--- src/rtl/fifo_lvl.sv ---
// Synchronous FIFO with occupancy level, almost flags and sticky errors.
// Define FIFO_STROBE_EDGE_EN to turn wr/rd into rising-edge strobes.
module fifo_lvl #(
    parameter int DATA_W     = 8,
    parameter int ADDR_W     = 4,
    parameter int AFULL_LVL  = 2**ADDR_W-2,
    parameter int AEMPTY_LVL = 2
) (
    input  logic              clk,
    input  logic              reset_n,
    input  logic              wr,
    input  logic [DATA_W-1:0] w_data,
    input  logic              rd,
    output logic [DATA_W-1:0] r_data,
    output logic              empty,
    output logic              full,
    output logic              almost_empty,
    output logic              almost_full,
    output logic [ADDR_W:0]   level,
    output logic              overflow,
    output logic              underflow,
    input  logic              clr_err
);

    localparam int DEPTH = 2**ADDR_W;
    localparam logic [ADDR_W:0] DEPTH_L = (ADDR_W+1)'(DEPTH);
    localparam logic [ADDR_W:0] AF_L    = (ADDR_W+1)'(AFULL_LVL);
    localparam logic [ADDR_W:0] AE_L    = (ADDR_W+1)'(AEMPTY_LVL);

    logic [DATA_W-1:0] mem_q [DEPTH];
    logic [ADDR_W-1:0] w_ptr_q, w_ptr_d;
    logic [ADDR_W-1:0] r_ptr_q, r_ptr_d;
    logic [ADDR_W:0]   level_q, level_d;
    logic              ovf_q, ovf_d;
    logic              udf_q, udf_d;
    logic              wr_s, rd_s;
    logic              wr_acc, rd_acc;

`ifdef FIFO_STROBE_EDGE_EN
    logic wr_q, rd_q;

    always_ff @(posedge clk) begin
        if (!reset_n) begin
            wr_q <= 1'b0;
            rd_q <= 1'b0;
        end else begin
            wr_q <= wr;
            rd_q <= rd;
        end
    end

    assign wr_s = wr & ~wr_q;
    assign rd_s = rd & ~rd_q;
`else
    assign wr_s = wr;
    assign rd_s = rd;
`endif

    assign empty        = (level_q == '0);
    assign full         = (level_q == DEPTH_L);
    assign almost_empty = (level_q <= AE_L);
    assign almost_full  = (level_q >= AF_L);
    assign level        = level_q;
    assign overflow     = ovf_q;
    assign underflow    = udf_q;
    assign r_data       = mem_q[r_ptr_q];

    // A full FIFO still takes a write when a read frees the head slot.
    assign wr_acc = wr_s & (~full | (rd_s & ~empty));
    assign rd_acc = rd_s & ~empty;

    always_comb begin
        w_ptr_d = w_ptr_q;
        r_ptr_d = r_ptr_q;
        level_d = level_q;
        ovf_d   = ovf_q;
        udf_d   = udf_q;
        if (wr_acc) begin
            w_ptr_d = w_ptr_q + ADDR_W'(1);
        end
        if (rd_acc) begin
            r_ptr_d = r_ptr_q + ADDR_W'(1);
        end
        unique case ({wr_acc, rd_acc})
            2'b10:   level_d = level_q + (ADDR_W+1)'(1);
            2'b01:   level_d = level_q - (ADDR_W+1)'(1);
            default: level_d = level_q;
        endcase
        if (clr_err) begin
            ovf_d = 1'b0;
            udf_d = 1'b0;
        end
        if (wr_s && !wr_acc) begin
            ovf_d = 1'b1;
        end
        if (rd_s && empty) begin
            udf_d = 1'b1;
        end
    end

    always_ff @(posedge clk) begin
        if (!reset_n) begin
            w_ptr_q <= '0;
            r_ptr_q <= '0;
            level_q <= '0;
            ovf_q   <= 1'b0;
            udf_q   <= 1'b0;
        end else begin
            w_ptr_q <= w_ptr_d;
            r_ptr_q <= r_ptr_d;
            level_q <= level_d;
            ovf_q   <= ovf_d;
            udf_q   <= udf_d;
        end
    end

    always_ff @(posedge clk) begin
        if (reset_n && wr_acc) begin
            mem_q[w_ptr_q] <= w_data;
        end
    end

endmodule
--- config.mk ---
export PLATFORM = sky130hd
export DESIGN_NAME = fifo_lvl
export DESIGN_NICKNAME = d
export VERILOG_FILES = /design/src/rtl/fifo_lvl.sv
export SDC_FILE = /design/constraint.sdc
export NUM_CORES = 1
export LEC_CHECK = 0
export BUFFER_PORTS_ARGS = -buffer_cell sky130_fd_sc_hd__buf_2
export CAP_MARGIN = 25
export CORE_ASPECT_RATIO = 0.6
export CORE_MARGIN = 1
export CORE_UTILIZATION = 30
export DETAILED_ROUTE_END_ITERATION = 16
export GPL_TIMING_DRIVEN = 0
export PLACE_DENSITY = 0.47
export SLEW_MARGIN = 20
export SYNTH_ARGS = -nofsm -noshare
export SYNTH_HDL_FRONTEND = slang
export SYNTH_SLANG_ARGS = --single-unit
--- constraint.sdc ---
create_clock -name clk -period 2.2 [get_ports clk]
set_input_delay 0.11 -clock clk [delete_from_list [all_inputs] [get_ports clk]]
set_output_delay 0.11 -clock clk [all_outputs]
set_load 0.01 [all_outputs]
==> flow_summary.yaml, run 1 <==
power:
  p_leak_nw: 2.44
  clkPwrFrac_pct: 36.6
  power.switching_mw: 2.22
  ir_worst_vdd_mv: 0.531
  power.internal_mw: 5.95
  powerDensity_mw_per_mm2: 1090
  switching_share_pct: 27.2
  sequentialPowerShare_pct: 39.8
  pwr-share-comb_pct: 23.6
floorplan:
  core_area_mm2: 0.0193
  die_area_mm2: 0.0206
  die_y_um: 111
  die-width_um: 184
  io_pins: 32
  rows: 39
  start_util_pct: 31.1
clocking:
  clk_pin_slew_ns: 0.06
  cts_sinks: 147
  cts_max_path_buffers: 2
  cts_buffers: 17
  cts-htree-levels: 4
  cts_tree: "done"
  root_buffer: "clkbuf_16"
  insertion_delay_ns: 0.41
cells_and_area:
  nets: 417
  regArea_mm2: 0.00424
  drive_gt1_share_pct: 39.5
  nFillCells: 1757
  final_cell_area_mm2: 0.00750
  fin_cells: 674
  area_growth_pct: 25.2
  multi_input_area_mm2: 0.00185
  diodes: 0
detailed_routing:
  dr.pass1.iters: 4
  vias: 3131
  route.detailed.drc: 0
  drtIter0Drc: 218
  viasPerCell: 4.65
  wl_um: 13500
  wl_per_cell_um: 20.1
  ant_nets: 0
outcome:
  status: "complete, but fails checks"
  failed_checks: "negative setup slack"
logic_synthesis:
  syn_inst: 337
  synth_area_mm2: 0.00599
  synthArstFlopShare_pct: 0
  seq_area_frac_synth_pct: 70.5
  ys_seq_elements: 147
  syn_area_per_cell_um2: 17.8
  synth.distinct_cells: 45
  synth-edff-count: 128
  synth_warnings: 0
  synth_fp_nets: 359
  ys.flop_type: "edfxtp_1"
placed_design:
  placed_cells: 632
  placed_area_mm2: 0.00651
  port_buffers: 29
  routabilityCongestion: 0.757
  place_hpwl_um: 9000
sta:
  rsz0062_at_grt: "true"
  worst_pin_slew_ns: 0.720
  min_period_ns: 2.30
  fmax_ghz: 0.435
  setup_viol: 1
  slew_headroom_pct: 51.5
  final_hold_viol_count: 0
  layout_setup_ws_ns: -0.0984
  final_max_slew_viol_count: 0
  fin_crit_sh_pct: 104
  skew_ns: 0.00739
worst_setup_path:
  r2r_start: "level[1]"
  arrival_ns: 2.65
  cp_max_fo: 4
  reg2reg_slack_ns: -0.1
  worstReg2RegEnd: "level[4]"
  crit_type: "reg -> reg"
  critPathRequiredTime_ns: 2.55
  end_kind: "register"
  critPathLaunchType: "register"
  r2r.worst_path.cells: 8
run:
  drv_cap: 0
hold_path:
  min_path_cells: 3
  min_to: "w_ptr_q[3]"
  hold_start: "reset_n"
  worstHoldPathType: "in -> reg"
global_routing:
  grt_overflow: 0
  gr-usage-all-layers_pct: 14.2
  met2_usage_pct: 19.2
  grt_pass1_vias: 3137
  globalRouteMet1Util_pct: 21.4
  use_met3_pct: 4.68
  grt_max_degree: 17
  grt_pass1_wl_um: 20300
  grt-busiest-layer: "met1"
  antenna_found_initial: 0
==> cell usage in the layout, fill, tap and decap left out, types with 8 or more instances in the layout <==
cell type    n
edfxtp_1   128
nor2_4      12
clkbuf_16   19
nor2_1       9
buf_4       12
mux2i_1      8
nand2_1     16
buf_2       30
mux4_2      32
dfxtp_1     14
a22oi_2     11
==> cells by family (layout without fill, tap and decap cells) <==
group / Yosys count / in the layout / share of synthesized area [%]
compound gates: 36 / 36 / 5.08
xor+xnor: 4 / 4 / 0.585
fa+ha+maj: 9 / 9 / 2.01
buf+inv: 24 / 95 / 2.11
flops: 147 / 147 / 70.5
mux: 40 / 40 / 13.4
simple gates: 77 / 77 / 6.33
==> cell usage after synthesis, drive strengths merged, types with 2 or more instances <==
cell type	number	area share, %
edfxtp	128	64
mux4	32	12
nor2	24	1.5
dfxtp	19	6.4
nand2	19	1.2
a22oi	16	2.0
buf	8	0.77
clkbuf	8	0.84
ha	8	1.7
inv	8	0.50
mux2i	8	1.3
and2	7	0.73
nor2b	5	0.52
o21ai	5	0.79
nand3	4	0.33
nand4	4	0.42
o21a	4	0.50
xnor2	4	0.58
nand2b	3	0.31
or2b	3	0.40
a21oi	2	0.36
o211ai	2	0.48
or2	2	0.21
or4	2	0.25
==> worst max-delay path by stage <==
stage	from	end	cells past startpoint
2_1_floorplan	level[2]	level[4]	9
3_3_place_gp	level[2]	level[4]	9
3_5_place_dp	level[2]	level[4]	9
4_1_cts	level[1]	level[4]	8
5_1_grt	level[1]	level[4]	8
6_report	level[1]	level[4]	8
==> per-stage QoR <==
| stage | utilization (%) | TNS, ns | hold WS, ns | total power, mW | worst slack [ns] |
|---|---|---|---|---|---|
| 2_1_floorplan | - | -0.169 | 0.209 | 4.43 | -0.169 |
| 6_report | 38.9 | -0.0984 | 0.0409 | 8.18 | -0.0984 |
| 5_1_grt | 38.9 | -0.485 | 0.0454 | 8.56 | -0.194 |
| 3_5_place_dp | 33.8 | -18.69 | 0.467 | 4.97 | -0.378 |
| 3_3_place_gp | 33.8 | -14.67 | 0.464 | 4.95 | -0.357 |
| 4_1_cts | 37.8 | -0.131 | 0.0212 | 8.13 | -0.127 |
==> metal layers <==
layer	part of all wire (%)	routed length (µm)
met1	47	6390
met5	0	0
met4	0.30	40
met3	10	1380
met2	42	5730
==> worst max-delay path, cell delays in order (launching register included) <==
cell	delay [ns]
dfxtp_4	0.34
or4_4	0.55
o21ai_4	0.18
inv_4	0.08
ha_4	0.22
or2b_4	0.22
a21oi_2	0.07
or4_1	0.48
nand4_1	0.10
==> final cells by class <==
cell class / count / share of cell area (%)
Sequential cell: 147 / 56.5
Multi-Input combinational cell: 166 / 24.7
Clock buffer: 17 / 5.68
Tap cell: 266 / 4.44
Timing Repair Buffer: 41 / 3.77
Clock inverter: 15 / 2.52
Buffer: 14 / 1.92
Inverter: 8 / 0.434
==> registers in the layout, summed over array words and instances, names as in the netlist, named ones only <==
name,flops
mem_q,128
overflow,1
underflow,1
level,5
w_ptr_q,4
r_ptr_q,4
==> power groups by stage <==
stage	logic [mW]	clock network [mW]	registers, mW
2_1_floorplan	1.13	0	3.30
3_3_place_gp	1.65	0	3.30
3_5_place_dp	1.66	0	3.31
4_1_cts	1.82	3.06	3.25
5_1_grt	2.12	3.17	3.27
6_report	1.93	2.99	3.26
==> timing repair <==
action / 4_1_cts / 5_1_grt
hold buffers: 0 / 0
setup buffers: 7 / 3
cloned: 0 / 2
setup endpoints to repair: 107 / 121
gates resized for setup: 42 / 29
pin swaps: 7 / 13
(Power assumes the default switching activity.)
==> run 2, diff against run 1 <==
Settings changed: CTS_CLUSTER_DIAMETER set to 150, RECOVER_POWER set to 50.
==> run 2 against run 1 <==
Net effect:
- the flow still finishes with violations (negative setup slack)
- final cell count is the same
- routed wire length grew 0.55%
- critical path type unchanged
- global-route usage is the same
- first-iteration DRC count shrank 3.7%
- non-clock buffer count is the same
- total power is essentially flat
- sequential power is essentially flat
- clock skew grew 0.0012 ns
==> flow_summary.yaml, run 2 (synthesis results as in run 1) <==
clocking:
  cts_tree: "done"
  insertion_delay_ns: 0.41
  root_buffer: "clkbuf_16"
  clk_pin_slew_ns: 0.06
  cts-htree-levels: 4
  cts_sinks: 147
  cts_max_path_buffers: 2
  cts_buffers: 17
  ctsHoldBuffers: 0
power:
  ir_worst_vdd_mv: 0.533
  sequentialPowerShare_pct: 39.8
  p_leak_nw: 2.40
  power.switching_mw: 2.23
  powerDensity_mw_per_mm2: 1090
  power.internal_mw: 5.95
  power_mw: 8.18
  pwr-share-comb_pct: 23.6
  clkPwrFrac_pct: 36.6
  switching_share_pct: 27.2
cells_and_area:
  drive_gt1_share_pct: 36.8
  diodes: 0
  mostFrequentLayoutCells: "edfxtp_1 (128), mux4_2 (32), buf_2 (19), clkbuf_16 (19), nand2_1 (16)"
  nFillCells: 1759
  top_register: "mem_q"
  largest_reg_flops: 128
  mostFrequentLayoutCell: "edfxtp_1"
  area_growth_pct: 24.9
  nets: 417
  fin_util_pct: 38.8
sta:
  slew_headroom_pct: 43.1
  worst_pin_slew_ns: 0.854
  fin_crit_sh_pct: 104
  fmax_ghz: 0.435
  skew_ns: 0.00854
  final_hold_viol_count: 0
  final_max_slew_viol_count: 0
  layout_setup_ws_ns: -0.0981
  min_period_ns: 2.30
  rsz0062_at_grt: "true"
  setup_viol: 1
floorplan:
  die_y_um: 111
  die_area_mm2: 0.0206
  rows: 39
  die-width_um: 184
  io_pins: 32
  start_util_pct: 31.1
  core_area_mm2: 0.0193
worst_setup_path:
  reg2reg_slack_ns: -0.1
  crit_type: "reg -> reg"
  arrival_ns: 2.59
  r2r_start: "level[1]"
  worstReg2RegEnd: "level[4]"
  critPathRequiredTime_ns: 2.49
  endpoint: "level[4]"
  end_kind: "register"
  cp_max_fo: 4
  critPathLaunchType: "register"
  r2r.worst_path.cells: 8
  crit_start: "level[1]"
global_routing:
  grt_pass1_vias: 3137
  grt_pass1_wl_um: 20300
  grt_max_degree: 17
  gr-usage-all-layers_pct: 14.2
  grt_overflow: 0
  antenna_found_initial: 0
outcome:
  status: "complete, but fails checks"
  failed_checks: "negative setup slack"
run:
  drv_cap: 0
placed_design:
  port_buffers: 29
  routabilityCongestion: 0.757
  place_hpwl_um: 9000
detailed_routing:
  route.detailed.drc: 0
  wl_um: 13600
  drtIter0Drc: 210
  viasPerCell: 4.68
  dr.pass1.iters: 4
  ant_nets: 0
  vias: 3152
  wl_per_cell_um: 20.2
hold_path:
  min_path_cells: 3
  worstHoldPathType: "in -> reg"
run 2: layer usage:
| layer | global-route usage, % | wire length [µm] |
|---|---|---|
| met5 | 0 | 0 |
| met4 | 4.28 | 40 |
| met3 | 4.68 | 1370 |
| met2 | 19.2 | 5760 |
| met1 | 21.4 | 6430 |
run 2: per-stage QoR:
stage | area, µm² | setup TNS [ns] | hold WS [ns] | worst slack [ns] | instances
2_1_floorplan | 6030 | -0.169 | 0.209 | -0.169 | 337
3_3_place_gp | 6510 | -14.67 | 0.464 | -0.357 | 632
3_5_place_dp | 6510 | -18.69 | 0.467 | -0.378 | 632
4_1_cts | 7290 | -0.131 | 0.0212 | -0.127 | 669
5_1_grt | 7480 | -0.485 | 0.0454 | -0.194 | 674
6_report | 7480 | -0.0981 | 0.0391 | -0.0981 | 674
run 2: power groups by stage:
stage / logic, mW / clock network [mW] / registers, mW
after global routing: 2.12 / 3.17 / 3.28
after CTS: 1.82 / 3.06 / 3.25
final: 1.93 / 2.99 / 3.26
after global placement: 1.65 / 0 / 3.30
after detailed placement: 1.66 / 0 / 3.31
after floorplan: 1.13 / 0 / 3.30
run 2: worst min-delay path by stage:
| stage | from | end | slack (ns) |
|---|---|---|---|
| finish | reset_n | w_ptr_q[3] | 0.04 |
| global route | reset_n | w_ptr_q[3] | 0.05 |
| CTS | reset_n | w_ptr_q[3] | 0.02 |
| detailed placement | reset_n | w_ptr_q[3] | 0.47 |
| global placement | rd | level[4] | 0.46 |
| floorplan | w_data[0] | mem_q[0][0] | 0.21 |
run 2: repair_timing:
item / 4_1_cts / 5_1_grt
pin swaps: 7 / 13
gates cloned: 0 / 2
endpoints found under the setup margin: 107 / 121
setup buffers: 7 / 3
resized for setup: 42 / 29
endpoints found under the hold margin: 0 / 0
run 2: final cells by class:
class	count	area [µm²]	share of cell area, %
sequential	147	4240	56.6
multi-input combinational	166	1850	24.7
clock buffer	17	425	5.69
tap	266	333	4.45
timing repair buffer	41	269	3.60
clock inverter	15	189	2.53
buffer	14	144	1.92
inverter	8	32.5	0.435
run 2: worst max-delay path, cell delays in order, from the launching register on:
cell,delay [ns]
dfxtp_4,0.34
or4_4,0.55
o21ai_4,0.18
inv_4,0.08
ha_4,0.28
or2b_4,0.28
a21o_1,0.18
a31oi_1,0.18
nand4_1,0.11
